## config.mk

```make
export PLATFORM = sky130hd
export DESIGN_NAME = multi_byte_adder_sequencer
export DESIGN_NICKNAME = d
export VERILOG_FILES = /design/src/rtl/multi_byte_adder_sequencer_pkg.sv /design/src/rtl/multi_byte_adder_sequencer_byte_cla_slice.sv /design/src/rtl/multi_byte_adder_sequencer.sv
export SDC_FILE = /design/constraint.sdc
export NUM_CORES = 1
export LEC_CHECK = 0
export ABC_AREA = 1
export CAP_MARGIN = 10
export CORE_MARGIN = 3
export CORE_UTILIZATION = 56
export CTS_BUF_LIST = sky130_fd_sc_hd__clkbuf_8
export DETAILED_ROUTE_END_ITERATION = 16
export HOLD_SLACK_MARGIN = 0.08
export PLACE_DENSITY = 0.8
export SLEW_MARGIN = 20
export SYNTH_ARGS = -nofsm -noshare
export SYNTH_HDL_FRONTEND = slang
export SYNTH_SLANG_ARGS = --single-unit
```

## constraint.sdc

```tcl
create_clock -name Clk_In -period 2.75 [get_ports Clk_In]
set_clock_uncertainty 0.1 [all_clocks]
set_input_delay 0.6875 -clock Clk_In [delete_from_list [all_inputs] [get_ports Clk_In]]
set_output_delay 0.6875 -clock Clk_In [all_outputs]
set_load 0.02 [all_outputs]
```

## src/rtl/multi_byte_adder_sequencer_pkg.sv

```systemverilog
// Shared types and constants for the byte-serial adder sequencer.
// Optional subtract mode: ADDER_SEQ_SUBTRACT_EN.
package multi_byte_adder_sequencer_pkg;

    localparam int BYTE_W = 8;

    typedef enum logic [1:0] {
        IDLE = 2'd0,
        RUN  = 2'd1,
        DONE = 2'd2
    } state_t;

endpackage

```

## src/rtl/multi_byte_adder_sequencer_byte_cla_slice.sv

```systemverilog
// Combinational 8-bit carry-lookahead slice.
// Every carry is a flat sum of generate/propagate products.
module byte_cla_slice
    import multi_byte_adder_sequencer_pkg::*;
(
    input  logic [BYTE_W-1:0] a_i,
    input  logic [BYTE_W-1:0] b_i,
    input  logic              c_i,
    output logic [BYTE_W-1:0] sum_o,
    output logic              c_o
);

    logic [BYTE_W-1:0] g;
    logic [BYTE_W-1:0] p;
    logic [BYTE_W:0]   c;
    logic              pp;

    // Expand c[i] = g[i-1] | p[i-1]g[i-2] | ... | p[i-1..0]c_i
    always_comb begin
        g  = a_i & b_i;
        p  = a_i ^ b_i;
        c  = '0;
        pp = 1'b1;
        c[0] = c_i;
        for (int i = 1; i <= BYTE_W; i++) begin
            pp = 1'b1;
            for (int j = i - 1; j >= 0; j--) begin
                c[i] = c[i] | (g[j] & pp);
                pp   = pp & p[j];
            end
            c[i] = c[i] | (pp & c_i);
        end
        sum_o = p ^ c[BYTE_W-1:0];
        c_o   = c[BYTE_W];
    end

endmodule

```

## src/rtl/multi_byte_adder_sequencer.sv

```systemverilog
// Byte-serial multi-byte adder, LSB first, one CLA slice per cycle.
// Define ADDER_SEQ_SUBTRACT_EN to add the Sub_In (A-B) port.
module multi_byte_adder_sequencer
    import multi_byte_adder_sequencer_pkg::*;
#(
    parameter int NUM_BYTES = 4
) (
    input  logic                          Clk_In,
    input  logic                          Reset_n_In,
    input  logic                          Start_In,
    input  logic [BYTE_W*NUM_BYTES-1:0]   Data_A_In,
    input  logic [BYTE_W*NUM_BYTES-1:0]   Data_B_In,
    input  logic                          Carry_In,
`ifdef ADDER_SEQ_SUBTRACT_EN
    input  logic                          Sub_In,
`endif
    output logic                          Busy_Out,
    output logic                          Done_Out,
    output logic [BYTE_W*NUM_BYTES-1:0]   Sum_Out,
    output logic                          Carry_Out
);

    localparam int W     = BYTE_W * NUM_BYTES;
    localparam int IDX_W = $clog2(NUM_BYTES);
    localparam logic [IDX_W-1:0] LAST = IDX_W'(NUM_BYTES - 1);

    state_t            state_q, state_d;
    logic [IDX_W-1:0]  idx_q, idx_d;
    logic [W-1:0]      a_q, a_d;
    logic [W-1:0]      b_q, b_d;
    logic [W-1:0]      work_q, work_d;
    logic [W-1:0]      sum_q, sum_d;
    logic              carry_q, carry_d;
    logic              cout_q, cout_d;

    logic [BYTE_W-1:0] sl_a;
    logic [BYTE_W-1:0] sl_b;
    logic [BYTE_W-1:0] sl_sum;
    logic              sl_co;
    logic [W-1:0]      b_cap;
    logic              c_cap;

    // Operand B and initial carry as captured on an accepted start
    always_comb begin
`ifdef ADDER_SEQ_SUBTRACT_EN
        b_cap = Sub_In ? ~Data_B_In : Data_B_In;
        c_cap = Sub_In ? 1'b1 : Carry_In;
`else
        b_cap = Data_B_In;
        c_cap = Carry_In;
`endif
    end

    // Select the byte currently being processed
    always_comb begin
        sl_a = a_q[BYTE_W*int'(idx_q) +: BYTE_W];
        sl_b = b_q[BYTE_W*int'(idx_q) +: BYTE_W];
    end

    byte_cla_slice u_slice (
        .a_i   (sl_a),
        .b_i   (sl_b),
        .c_i   (carry_q),
        .sum_o (sl_sum),
        .c_o   (sl_co)
    );

    // Next-state and datapath update
    always_comb begin
        state_d = state_q;
        idx_d   = idx_q;
        a_d     = a_q;
        b_d     = b_q;
        work_d  = work_q;
        sum_d   = sum_q;
        carry_d = carry_q;
        cout_d  = cout_q;
        unique case (state_q)
            IDLE, DONE: begin
                state_d = IDLE;
                if (Start_In) begin
                    state_d = RUN;
                    a_d     = Data_A_In;
                    b_d     = b_cap;
                    carry_d = c_cap;
                    work_d  = '0;
                    idx_d   = '0;
                end
            end
            RUN: begin
                work_d[BYTE_W*int'(idx_q) +: BYTE_W] = sl_sum;
                carry_d = sl_co;
                if (idx_q == LAST) begin
                    state_d = DONE;
                    sum_d   = work_d;
                    cout_d  = sl_co;
                end else begin
                    idx_d = idx_q + 1'b1;
                end
            end
            default: state_d = IDLE;
        endcase
    end

    // State and datapath registers
    always_ff @(posedge Clk_In or negedge Reset_n_In) begin
        if (!Reset_n_In) begin
            state_q <= IDLE;
            idx_q   <= '0;
            a_q     <= '0;
            b_q     <= '0;
            work_q  <= '0;
            sum_q   <= '0;
            carry_q <= 1'b0;
            cout_q  <= 1'b0;
        end else begin
            state_q <= state_d;
            idx_q   <= idx_d;
            a_q     <= a_d;
            b_q     <= b_d;
            work_q  <= work_d;
            sum_q   <= sum_d;
            carry_q <= carry_d;
            cout_q  <= cout_d;
        end
    end

    assign Busy_Out  = (state_q == RUN);
    assign Done_Out  = (state_q == DONE);
    assign Sum_Out   = sum_q;
    assign Carry_Out = cout_q;

endmodule

```

==> impl_metrics.json <==
{
  "swShare_pct": 46.4,
  "path_common_cell": "nand2_1",
  "internal_power_uw": 6110,
  "grt_first_pass_wirelength_mm": 28.0,
  "ant_nets": 0,
  "pwr-share-clk_pct": 15.2,
  "chipWidth_um": 114,
  "clock-sinks": 134,
  "start_util_pct": 58.6,
  "clk_pin_slew_ns": 0.07,
  "ys_ff_latch": 134,
  "crit_arrival_ns": 2.86,
  "drc": 0,
  "cts_tree": "built",
  "syn_inst": 842,
  "clock_latency_ns": 0.46,
  "power.leakage_uw": 0.00421,
  "antenna_found_initial": 0,
  "p_sw_uw": 5280,
  "drt_first_pass_iters": 5,
  "required_ns": 3.05,
  "crit_end": "work_q[11]",
  "synth_nets": 925,
  "r2r_start": "idx_q[0]",
  "post-dp-hpwl_mm": 12.1,
  "finalHoldViolCount": 0,
  "die-height_um": 114,
  "place_ws_ns": 0.0442,
  "grt_pass1_vias": 5839,
  "status": "finished clean",
  "critical_path.max_fanout": 12,
  "dieArea_um2": 12900,
  "slowest_delay_ns": 0.43,
  "cp_slowest_cell": "dfrtp_2",
  "placed_area_um2": 7670,
  "fin_util_pct": 73.8,
  "track_usage_pct": 27.5,
  "synth-edff-count": 0,
  "slew-limit-headroom_pct": 58.0,
  "start_kind": "register",
  "synth_common_cells": "425 x nand2_1, 134 x dfrtp_1, 50 x o21ai_0",
  "fin_ws_ns": 0.183,
  "worst-setup-path-type": "register to register",
  "grt_max_degree": 65,
  "gp_congestion": 0.932,
  "routed_wl_mm": 17.1,
  "nFillCells": 885,
  "avgSynthCellArea_um2": 7.72,
  "placement.io_buffers": 102,
  "yosysMostFrequentCell": "nand2_1",
  "yosysTopAreaCellShare_pct": 51.6,
  "final_nets": 1026,
  "rows": 38,
  "drive_above_1_share_pct": 8.79,
  "hold_class": "input pin to asynchronous set/reset pin",
  "synth_area_leaders": "dfrtp_1 52%, nand2_1 25%, o21ai_0 3.9%, ha_1 2.7%, inv_1 2.7%",
  "synthArstFlopShare_pct": 100,
  "p_comb_share_pct": 54.7,
  "ys_types": 31,
  "routed_via_density": 5.37,
  "r2r_end": "work_q[11]",
  "whs_ns": 0.115,
  "root_buffer": "clkbuf_8",
  "synth_area_um2": 6500,
  "num_vias": 5882,
  "gr-total-overflow": 0,
  "r2r_slack_ns": 0.18,
  "crit_chain": "inv_6 -> buf_4 -> o21ai_0 -> o22ai_2 -> ha_1 -> nand3_2 -> nand3_2 -> nand2_1 -> nand2_1 -> nand2_1 -> nand3_2 -> nor2_4 -> nand2_1 -> nand2_1 -> nand2_1 -> nand2_1",
  "maxSlewViolCount": 0,
  "ios": 103,
  "seq_power_share_pct": 30.1,
  "clock.fmax_ghz": 0.390,
  "tns_ns": 0,
  "r2r_cells": 16,
  "routedWlPerCell_um": 15.6,
  "max_cap_violations": 0,
  "min_period_ns": 2.57,
  "core_um2": 11100,
  "antenna_cells": 0,
  "clockBufferDepth": 2,
  "htreeDepth": 4,
  "ir_drop_mv": 0.711,
  "drtIter0Drc": 402,
  "worstSetupEndpointType": "register",
  "power_density_nw_per_um2": 1390,
  "finalInstanceArea_um2": 8170,
  "min_period_over_period_pct": 93.3,
  "cts_hold_buf": 0,
  "cts_buffers": 17,
  "synth_top_area_cell": "dfrtp_1",
  "ys.flop_type": "dfrtp_1",
  "yosysWarnings": 0,
  "crit_start": "idx_q[0]",
  "setup_viol_count_final": 0,
  "synth_seq_area_share_pct": 51.6,
  "area_growth_pct": 25.8,
  "worstMarginPinSlew_ns": 0.630
}
metrics by stage:
stage | cells | total power, µW
floorplan | 842 | 7400
global placement | 1061 | 9140
detailed placement | 1061 | 9330
CTS | 1093 | 11100
global route | 1096 | 12300
finish | 1096 | 11400
cells in the final DEF (no fill, tap or decap), drive strengths merged:
master	count
clkbuf	21
ha	14
o22ai	24
bufinv	3
clkinvlp	1
inv	55
nand4	7
xor2	2
nand2	429
clkinv	5
nor2	48
nand3	25
nor3	1
dfrtp	134
o21ai	56
and2	1
a22o	1
a22oi	1
a21o	1
fa	1
clkdlybuf4s50	101
buf	19
a21oi	4
a32oi	2
power by group through the flow:
stage	logic [µW]	registers (µW)	clock network [µW]
after floorplan	3900	3510	0
after global placement	5750	3390	0
after detailed placement	5900	3430	0
after CTS	5930	3410	1750
after global routing	6930	3520	1830
final	6230	3430	1730
metal layers:
metal | up-vias | GRT usage, % | part of all wire, %
met5 | - | 0 | 0
met4 | 0 | 10.3 | 2.8
met3 | 37 | 7.27 | 5.9
met2 | 210 | 44.6 | 49
met1 | 2801 | 35.6 | 43
li1 | 2834 | - | -
kinds of logic (layout without fill, tap and decap cells):
logic type,after synthesis,after routing,synth area share (%)
buffers and inverters,91,205,5.87
flip-flops,134,134,51.6
XOR/XNOR,2,2,0.270
AO/OA/AOI/OAI,89,89,7.80
adder cells (fa/ha/maj),15,15,3.00
AND/OR/NAND/NOR,511,511,31.4
repair_timing:
action | in CTS | in global routing
resized for setup | 0 | 19
setup buffers | 0 | 3
endpoints found under the setup margin | 0 | 37
state kept, by name, summed over array words and instances, names as in the netlist:
| name | flops |
|---|---|
| b_q | 32 |
| idx_q | 2 |
| Sum_Out | 32 |
| a_q | 32 |
| Carry_Out | 1 |
| work_q | 32 |
| state_q | 2 |
| carry_q | 1 |
critical path: cells and delay by family (launching register included):
kind                       cells  cell delay, ns
DFF                            1            0.43
adders and majority gates      1            0.36
buffers and inverters          2            0.24
AOI/OAI and AO/OA              2            0.29
and+or+nand+nor               11            1.07
area by class of cell:
class                           count  area, µm²  area share, %
Inverter                           53        204           2.50
Clock buffer                       21        289           3.54
Multi-Input combinational cell    617       2810           34.4
Sequential cell                   134       3350           41.1
Clock inverter                     11        130           1.59
Timing Repair Buffer              120       1210           14.8
Tap cell                          140        175           2.14
worst min path at each step:
stage | start | to | slack (ns) | depth (start not counted)
6_report | Reset_n_In | work_q[11] | 0.12 | 1
5_1_grt | Reset_n_In | work_q[20] | 0.13 | 1
4_1_cts | Reset_n_In | work_q[7] | 0.12 | 1
3_5_place_dp | b_q[14] | b_q[14] | 0.36 | 2
3_3_place_gp | b_q[11] | b_q[11] | 0.36 | 2
2_1_floorplan | Reset_n_In | Carry_Out | 0.29 | 0
(Power assumes the default switching activity.)
